<file path="src/rtl/multicycle_ctrl_pkg.sv">
// Shared definitions for the multicycle MIPS control unit: state encodings,
// opcode/funct constants and the datapath mux select codes.
package multicycle_ctrl_pkg;

    typedef enum logic [4:0] {
        S_FETCH      = 5'd0,
        S_FETCH_WAIT = 5'd1,
        S_IR_LOAD    = 5'd2,
        S_DECODE     = 5'd3,
        S_ADDR       = 5'd4,
        S_LW_WAIT    = 5'd5,
        S_LW_MDR     = 5'd6,
        S_LW_WB      = 5'd7,
        S_SW_WRITE   = 5'd8,
        S_ADDI_WB    = 5'd9,
        S_R_EXEC     = 5'd10,
        S_R_WB       = 5'd11,
        S_BRANCH     = 5'd12,
        S_JUMP       = 5'd13,
        S_HALT       = 5'd14,
        S_TRAP       = 5'd15
    } state_t;

    // Opcodes (IR[31:26])
    localparam logic [5:0] OP_R    = 6'b000000;
    localparam logic [5:0] OP_LW   = 6'b100011;
    localparam logic [5:0] OP_SW   = 6'b101011;
    localparam logic [5:0] OP_ADDI = 6'b001000;
    localparam logic [5:0] OP_BEQ  = 6'b000100;
    localparam logic [5:0] OP_BNE  = 6'b000101;
    localparam logic [5:0] OP_J    = 6'b000010;

    // Special R-type funct codes (IR[5:0])
    localparam logic [5:0] FN_BREAK = 6'b001101;
    localparam logic [5:0] FN_NOP   = 6'b000000;

    // ALU operation select
    localparam logic [1:0] ULAOP_ADD   = 2'b00;
    localparam logic [1:0] ULAOP_SUB   = 2'b01;
    localparam logic [1:0] ULAOP_FUNCT = 2'b10;

    // ALU B operand select
    localparam logic [1:0] ULAB_REG    = 2'b00;
    localparam logic [1:0] ULAB_FOUR   = 2'b01;
    localparam logic [1:0] ULAB_IMM    = 2'b10;
    localparam logic [1:0] ULAB_IMM_SH = 2'b11;

    // PC source select
    localparam logic [1:0] PC_ALU    = 2'b00;
    localparam logic [1:0] PC_ALUOUT = 2'b01;
    localparam logic [1:0] PC_JUMP   = 2'b10;

endpackage

</file>
<file path="src/rtl/multicycle_ctrl_timer.sv">
// mem_wait_timer: counts memory wait cycles. Cleared before each wait phase,
// incremented while waiting; 'done' flags the last of MEM_WAIT wait cycles.
module mem_wait_timer #(
    parameter int WAIT_W   = 4,
    parameter int MEM_WAIT = 2
) (
    input  logic Clock,
    input  logic Reset,
    input  logic clear,
    input  logic count,
    output logic done
);

    // Index of the final wait cycle; irrelevant when MEM_WAIT is 0 because
    // the FSM then skips the wait states entirely.
    localparam int LAST = (MEM_WAIT > 0) ? MEM_WAIT - 1 : 0;

    if (MEM_WAIT < 0 || MEM_WAIT >= (1 << WAIT_W)) begin : g_bad_wait
        $error("mem_wait_timer: MEM_WAIT does not fit in WAIT_W bits");
    end

    logic [WAIT_W-1:0] cnt;

    // Wait counter: synchronous active-low reset, clear has priority over count
    always_ff @(posedge Clock) begin
        if (!Reset || clear) begin
            cnt <= '0;
        end else if (count) begin
            cnt <= cnt + WAIT_W'(1);
        end
    end

    assign done = (cnt == WAIT_W'(LAST));

endmodule

</file>
<file path="src/rtl/multicycle_ctrl.sv">
// multicycle_ctrl: Moore FSM sequencing fetch/decode/execute/memory/write-back
// for the multicycle MIPS datapath. Memory latency is MEM_WAIT counted cycles,
// or, when the MEM_READY_HS_EN macro is defined, a MemReady handshake.
module multicycle_ctrl
    import multicycle_ctrl_pkg::*;
#(
    parameter int MEM_WAIT = 2,
    parameter int WAIT_W   = 4,
    parameter int STATE_W  = 5
) (
    input  logic               Clock,
    input  logic               Reset,
    input  logic [5:0]         OpCode,
    input  logic [5:0]         Funct,
`ifdef MEM_READY_HS_EN
    input  logic               MemReady,
`endif
    output logic               PCEsc,
    output logic               PCEscCond,
    output logic               PCEscCondBNE,
    output logic               IouD,
    output logic               CtrMem,
    output logic               IREsc,
    output logic               MDRCtrl,
    output logic               RegACtrl,
    output logic               RegBCtrl,
    output logic               ULASaidaCtrl,
    output logic               RegWrite,
    output logic               RegDst,
    output logic               MemParaReg,
    output logic               ULAFonteA,
    output logic [1:0]         ULAFonteB,
    output logic [1:0]         FontePC,
    output logic [1:0]         ULAOp,
    output logic [STATE_W-1:0] State,
    output logic               Halted,
    output logic               IllegalOp
);

    state_t state;
    state_t next_state;
    logic   tmr_clear;
    logic   tmr_count;
    logic   tmr_done;
    logic   wait_done;

    mem_wait_timer #(
        .WAIT_W   (WAIT_W),
        .MEM_WAIT (MEM_WAIT)
    ) u_timer (
        .Clock (Clock),
        .Reset (Reset),
        .clear (tmr_clear),
        .count (tmr_count),
        .done  (tmr_done)
    );

`ifdef MEM_READY_HS_EN
    assign wait_done = MemReady;
`else
    assign wait_done = tmr_done;
`endif

    assign State = STATE_W'(state);

    // State register: synchronous active-low reset returns to FETCH from anywhere
    always_ff @(posedge Clock) begin
        if (!Reset) begin
            state <= S_FETCH;
        end else begin
            state <= next_state;
        end
    end

    // Next-state dispatch and Moore outputs; unused encodings fall to FETCH with outputs low
    always_comb begin
        next_state   = S_FETCH;
        tmr_clear    = 1'b0;
        tmr_count    = 1'b0;
        PCEsc        = 1'b0;
        PCEscCond    = 1'b0;
        PCEscCondBNE = 1'b0;
        IouD         = 1'b0;
        CtrMem       = 1'b0;
        IREsc        = 1'b0;
        MDRCtrl      = 1'b0;
        RegACtrl     = 1'b0;
        RegBCtrl     = 1'b0;
        ULASaidaCtrl = 1'b0;
        RegWrite     = 1'b0;
        RegDst       = 1'b0;
        MemParaReg   = 1'b0;
        ULAFonteA    = 1'b0;
        ULAFonteB    = ULAB_REG;
        FontePC      = PC_ALU;
        ULAOp        = ULAOP_ADD;
        Halted       = 1'b0;
        IllegalOp    = 1'b0;

        case (state)
            S_FETCH: begin
                tmr_clear = 1'b1;
`ifdef MEM_READY_HS_EN
                next_state = S_FETCH_WAIT;
`else
                next_state = (MEM_WAIT == 0) ? S_IR_LOAD : S_FETCH_WAIT;
`endif
            end
            S_FETCH_WAIT: begin
                tmr_count  = 1'b1;
                next_state = wait_done ? S_IR_LOAD : S_FETCH_WAIT;
            end
            S_IR_LOAD: begin
                IREsc      = 1'b1;
                PCEsc      = 1'b1;
                ULAFonteB  = ULAB_FOUR;
                next_state = S_DECODE;
            end
            S_DECODE: begin
                // Speculatively compute the branch target into ALUOut
                RegACtrl     = 1'b1;
                RegBCtrl     = 1'b1;
                ULAFonteB    = ULAB_IMM_SH;
                ULASaidaCtrl = 1'b1;
                if (OpCode == OP_R) begin
                    if (Funct == FN_BREAK) begin
                        next_state = S_HALT;
                    end else if (Funct == FN_NOP) begin
                        next_state = S_FETCH;
                    end else begin
                        next_state = S_R_EXEC;
                    end
                end else if (OpCode == OP_LW || OpCode == OP_SW || OpCode == OP_ADDI) begin
                    next_state = S_ADDR;
                end else if (OpCode == OP_BEQ || OpCode == OP_BNE) begin
                    next_state = S_BRANCH;
                end else if (OpCode == OP_J) begin
                    next_state = S_JUMP;
                end else begin
                    next_state = S_TRAP;
                end
            end
            S_ADDR: begin
                ULAFonteA    = 1'b1;
                ULAFonteB    = ULAB_IMM;
                ULASaidaCtrl = 1'b1;
                tmr_clear    = 1'b1;
                if (OpCode == OP_LW) begin
`ifdef MEM_READY_HS_EN
                    next_state = S_LW_WAIT;
`else
                    next_state = (MEM_WAIT == 0) ? S_LW_MDR : S_LW_WAIT;
`endif
                end else if (OpCode == OP_SW) begin
                    next_state = S_SW_WRITE;
                end else if (OpCode == OP_ADDI) begin
                    next_state = S_ADDI_WB;
                end else begin
                    next_state = S_FETCH;
                end
            end
            S_LW_WAIT: begin
                IouD       = 1'b1;
                tmr_count  = 1'b1;
                next_state = wait_done ? S_LW_MDR : S_LW_WAIT;
            end
            S_LW_MDR: begin
                IouD       = 1'b1;
                MDRCtrl    = 1'b1;
                next_state = S_LW_WB;
            end
            S_LW_WB: begin
                RegWrite   = 1'b1;
                MemParaReg = 1'b1;
                next_state = S_FETCH;
            end
            S_SW_WRITE: begin
                IouD   = 1'b1;
                CtrMem = 1'b1;
`ifdef MEM_READY_HS_EN
                next_state = MemReady ? S_FETCH : S_SW_WRITE;
`else
                next_state = S_FETCH;
`endif
            end
            S_ADDI_WB: begin
                RegWrite   = 1'b1;
                next_state = S_FETCH;
            end
            S_R_EXEC: begin
                ULAFonteA    = 1'b1;
                ULAFonteB    = ULAB_REG;
                ULAOp        = ULAOP_FUNCT;
                ULASaidaCtrl = 1'b1;
                next_state   = S_R_WB;
            end
            S_R_WB: begin
                RegWrite   = 1'b1;
                RegDst     = 1'b1;
                next_state = S_FETCH;
            end
            S_BRANCH: begin
                ULAFonteA    = 1'b1;
                ULAFonteB    = ULAB_REG;
                ULAOp        = ULAOP_SUB;
                FontePC      = PC_ALUOUT;
                PCEscCond    = (OpCode == OP_BEQ);
                PCEscCondBNE = (OpCode == OP_BNE);
                next_state   = S_FETCH;
            end
            S_JUMP: begin
                PCEsc      = 1'b1;
                FontePC    = PC_JUMP;
                next_state = S_FETCH;
            end
            S_HALT: begin
                Halted     = 1'b1;
                next_state = S_HALT;
            end
            S_TRAP: begin
                IllegalOp  = 1'b1;
                next_state = S_TRAP;
            end
            default: begin
                next_state = S_FETCH;
            end
        endcase
    end

endmodule

</file>
<file path="config.mk">
export PLATFORM = sky130hd
export DESIGN_NAME = multicycle_ctrl
export DESIGN_NICKNAME = d
export VERILOG_FILES = /design/src/rtl/multicycle_ctrl_pkg.sv /design/src/rtl/multicycle_ctrl_timer.sv /design/src/rtl/multicycle_ctrl.sv
export SDC_FILE = /design/constraint.sdc
export NUM_CORES = 1
export LEC_CHECK = 0
export BUFFER_PORTS_ARGS = -buffer_cell sky130_fd_sc_hd__buf_2
export CORE_MARGIN = 2
export CORE_UTILIZATION = 41
export DETAILED_ROUTE_END_ITERATION = 10
export HOLD_SLACK_MARGIN = 0.08
export PLACE_DENSITY_LB_ADDON = 0.2
export SLEW_MARGIN = 20
export SYNTH_ARGS = -nofsm -noshare
export SYNTH_HDL_FRONTEND = slang
export SYNTH_SLANG_ARGS = --single-unit
export TNS_END_PERCENT = 1
</file>
<file path="constraint.sdc">
create_clock -name Clock -period 1.2 [get_ports Clock]
set_input_delay 0.06 -clock Clock [delete_from_list [all_inputs] [get_ports Clock]]
set_output_delay 0.06 -clock Clock [all_outputs]
set_load 0.005 [all_outputs]
</file>
* Word-level counts from Yosys, hierarchy flattened
Cells that the tools add are included.
Storage, ports and cells: flip-flop bits (word level) 9, input bits 14, output and inout bits 27, logic and storage cells 73
Cells by class: add/sub/neg operators 1, equal/unequal tests 23, mux-type cells 32, reductions and logical operators 15
Operator list (count):
- $pmux 5 s10 | 1
- $eq 5x4->1 const B | 8
- $mux 4 | 6
- $eq 5x3->1 const B | 4
- $mux 1 | 17
- $eq 6x3->1 const B | 2
- $eq 6x4->1 const B | 2
- $eq 6x6->1 const B | 2
- $logic_not 6->1 | 2
- $reduce_or 3->1 | 4
- $eq 5x2->1 const B | 2
- $mux 2 | 4
- $pmux 2 s2 | 2
- $eq 6x2->1 const B | 1
- $pmux 2 s3 | 1
- $reduce_or 2->1 | 3
- $eq 5x1->1 const B | 1
- $logic_not 5->1 | 1
- $mux 5 | 1
- $add 4x1->4 const B | 1
- $eq 4x1->1 const B | 1
- $logic_or 1x1->1 | 4
- $logic_not 1->1 | 1

* Logic depth before layout (Yosys ltp)
depth in word-level cells 6, mapped depth 6

* Cells and area by module
Synthesis repeated with hierarchy kept, for this count alone.
Second synthesis, totals: cells, all modules 117, area total of the unflattened synthesis 857.1 um^2
Modules (own cells, without submodules):
- multicycle_ctrl | times used 1, cells each 97, area an instance 655.6 um^2, seq. area each 80.1 um^2
- mem_wait_timer | times used 1, cells each 20, area an instance 201.4 um^2, seq. area each 80.1 um^2

* Worst setup path before layout
No wires, ideal clock.
path type flip-flop to output port, start point reg state[1], in the netlist State[1], end point out ULAFonteA, data arrival time 1.106 ns, data required time 1.140 ns, setup slack 0.034 ns, stages on the path, launching flop included 5, buffers on the path 2, cells stage by stage dfxtp_1 -> buf_4 -> buf_2 -> mux2_2 -> nor2_1
On the way: cells in the longest elaborated chain, start to end 3, elaborated cells on any way between the ends 5, those cells by class eq/ne: 3; mux: 1; reduce/logical: 1
RTL lines:
- start, declared | line multicycle_ctrl.sv:40 | state_t state;
- start signal, assigned | line multicycle_ctrl.sv:71 | state <= next_state;
- $eq 5x3->1 / $eq 5x4->1 (equally long branches) | line multicycle_ctrl.sv:100 | case (state)
- $reduce_or 3->1 (no source line) *
- $mux 1 * | line multicycle_ctrl.sv:100
- end, declared | line multicycle_ctrl.sv:31 | output logic ULAFonteA,
Mark *: on every way between the ends. The rest lies on a longest branch, timed or not.

* Worst setup path in the final report
start point reg state[3], in the netlist State[3], end point out IouD
On the way: cells in the longest elaborated chain, start to end 3, elaborated cells on any way between the ends 5, those cells by class eq/ne: 3; mux: 1; reduce/logical: 1
RTL lines:
- $eq 5x3->1 / $eq 5x4->1 (equally long branches) | line multicycle_ctrl.sv:100
- $reduce_or 3->1 (no source line) *
- $mux 1 * | line multicycle_ctrl.sv:100
- end, declared | line multicycle_ctrl.sv:21 | output logic IouD,
Marked as above.

==> results by group <==
Power and ir drop
  • Total power: 984 uW
  • Power Density: 725 mW/mm^2
  • Peak supply drop: 521 uV
  • Leakage: 0.666 nW

GRT
  • Initial antenna violation count: 0
  • Global-route wire length before repair: 3.95 mm
  • Largest net degree at the start of global routing: 12
  • Vias in the first global route: 955
  • Grt ovf: 0
  • GRT Total Usage: 20.7%

Die
  • Area of the die: 0.00243 sq mm
  • Die Height: 49.3 microns
  • Core Area: 0.00194 sq mm
  • I/O Pins: 41
  • Die width: 49.3 microns
  • Initial Util: 43.4%
  • FP Rows: 16

Synth
  • #FFs+latches synth: 8
  • Distinct cells, synth: 42
  • Cells after Synth: 119
  • Netlist Area Pre-Place: 842 sq um
  • Sequential element share of the synthesized area: 19.0%
  • Synth async-reset ratio: 0%
  • Syn Area/Cell: 7.08 sq um
  • Top cell type's share of synthesized area: 19.0%
  • Post-Syn Nets: 135
  • Dominant cells by area after synthesis: dfxtp_1 19%, buf_4 6.2%, nor2_1 5.8%, nor3_1 5.3%, o21ai_0 4.8%
  • Post-synth EDFFs: 0
  • Dominant synthesized flop cell: dfxtp_1
  • Syn. warnings: 0
  • Largest area contributor in the netlist: dfxtp_1

Critical path
  • Slowest stage cell, crit path: dfxtp_4
  • Beginning of the critical path: State[3]$_SDFF_PN0_
  • Crit-path max cell delay: 0.42 ns
  • Reg-to-reg endpoint: State[1]$_SDFF_PN0_
  • Crit path required time: 1.14 ns
  • Setup CP Type: register to output pin
  • Worst-path maximum fanout: 9
  • Critical path data arrival time: 1.33 ns
  • Reg-to-Reg Start: State[2]$_SDFF_PN0_
  • Critical Path Sink: IouD
  • Crit path launch type: register
  • CP Cell Sequence: nand2b_1 -> buf_4 -> a21oi_1 -> or2_1 -> buf_2
  • Worst reg2reg path depth: 5
  • CP Capture Type: output pin
  • Flop-to-flop setup slack: -0.06 ns

Outcome
  • Failing checks: setup timing
  • Status: complete, but fails checks

STA
  • Tmin final: 1.39 ns
  • Setup Viol. Count Final: 19
  • TNS Setup: -1.51 ns
  • Fmax achieved: 720 MHz
  • Setup WS post-layout: -0.190 ns
  • Fin. max-slew vios: 0
  • Final hold vios: 0
  • Period utilization: 116%
  • Final Skew: 0.00680 ns
  • Hold Slack: 0.115 ns
  • Unrepaired setup endpoints after global routing: true

Clock tree
  • CTS Buf Count: 3
  • Reg clk slew, reported paths: 0.06 ns
  • Later-pin clock latency in the skew report: 0.26 ns
  • H-tree depth: 1
  • Root Driver: clkbuf_4
  • CTS tree: built
  • Clock buffer depth: 2
  • Hold bufs inserted after CTS: 0
  • Clock sink count: 8

Place
  • Post-DP HPWL: 1.91 mm
  • Placed Area: 0.00119 sq mm
  • Placed insts: 201
  • Port Buf Inserts: 39
  • GPL Wtd Cong: 0.810

Finish
  • Final instance area: 0.00136 sq mm
  • Most frequent cells in the layout: 39 x buf_2, 21 x buf_4, 9 x nor2_1, 7 x nor3_1, 7 x buf_6
  • Fin cells: 208
  • Layout cell share with drive strength beyond 1: 53.6%
  • N_diodes: 0
  • Most common cell after layout, fill and taps aside: buf_2
  • Area growth syn-to-layout: 61.2%
  • Net total in the final layout: 199

Detailed routing
  • WL/cell: 12.7 microns
  • DRT iter0 DRCs: 32
  • Post-route ant nets: 0
  • Via/cell ratio: 5.32
  • DRC: 0
  • Via count: 1106
  • Post-Route WL: 2.63 mm
  • DRT Pass-1 Iters: 4

Hold path
  • Worst Hold Class: input pin to register

Run
  • Max_cap viols: 0
[state kept, by name, indices dropped and copies added (netlist names)]
register     flops
u_timer.cnt      4
State            4
[kinds of logic after synthesis]
| group | Yosys count | synth area share, % |
|---|---|---|
| AND/OR/NAND/NOR | 62 | 42.5 |
| AO/OA/AOI/OAI | 31 | 23.3 |
| buffers and inverters | 13 | 9.06 |
| flip-flops | 8 | 19.0 |
| multiplexers | 2 | 2.67 |
| adder cells (fa/ha/maj) | 2 | 2.97 |
| other | 1 | 0.445 |
[through the flow]
stage / utilization [%] / setup WS, ns
finish: 69.9 / -0.190
global route: 69.9 / -0.262
CTS: 66.9 / -0.153
detailed placement: 61.5 / -0.0940
global placement: 61.5 / -0.0686
floorplan: - / 0.0340
[repair_timing]
action                     CTS  global route
pin swaps                    6             4
setup buffers                3             1
setup endpoints to repair   28            29
gates resized for setup     23            15
[cell usage after synthesis (all sizes together), types with 2 or more instances]
library cell / instances
a21boi: 2
nor3: 11
nor2: 14
buf: 8
nand2: 10
and2: 2
a21o: 2
o21a: 2
nor3b: 3
or2: 4
mux2: 2
dfxtp: 8
and3: 3
o21ai: 11
nand2b: 2
nand4: 3
nand3: 6
a21oi: 6
ha: 2
inv: 5
[cell type report]
| cell class | count | area, sq um |
|---|---|---|
| repair buffers | 67 | 432 |
| flip-flops and latches | 8 | 175 |
| clock buffers | 3 | 22.5 |
| well taps | 27 | 33.8 |
| inverters | 5 | 18.8 |
| fillers | 162 | 584 |
| multi-input cells | 98 | 676 |
[worst min path at each step]
| stage | from | end | slack (ns) | cells past startpoint |
|---|---|---|---|---|
| after floorplan | OpCode[0] | PCEscCond | 0.15 | 1 |
| after global placement | Reset | u_timer.cnt[2]$_SDFFE_PP0P_ | 0.37 | 2 |
| after detailed placement | Reset | u_timer.cnt[2]$_SDFFE_PP0P_ | 0.38 | 2 |
| after CTS | Reset | u_timer.cnt[2]$_SDFFE_PP0P_ | 0.10 | 2 |
| after global routing | Reset | u_timer.cnt[2]$_SDFFE_PP0P_ | 0.12 | 2 |
| final | Reset | u_timer.cnt[2]$_SDFFE_PP0P_ | 0.12 | 2 |
[worst max-delay path, delay by kind of cell (launching register included)]
kind	cells	cell delay [ns]
flops	1	0.42
simple gates	2	0.35
compound gates	1	0.03
buf+inv	2	0.25
[report_power, final]
| part | internal, mW | switching (mW) | total (mW) |
|---|---|---|---|
| Clock | 0.116 | 0.109 | 0.224 |
| Combinational | 0.225 | 0.218 | 0.443 |
| Sequential | 0.285 | 0.0318 | 0.317 |
[layer usage]
| layer | GRT usage, % | up-vias | wire length [microns] |
|---|---|---|---|
| met3 | 6.13 | 4 | 108 |
| li1 | - | 557 | - |
| met1 | 23.5 | 518 | 1060 |
| met5 | 0 | - | 0 |
| met2 | 36.9 | 27 | 1430 |
| met4 | 5.71 | 0 | 29 |
(Power assumes the default switching activity.)
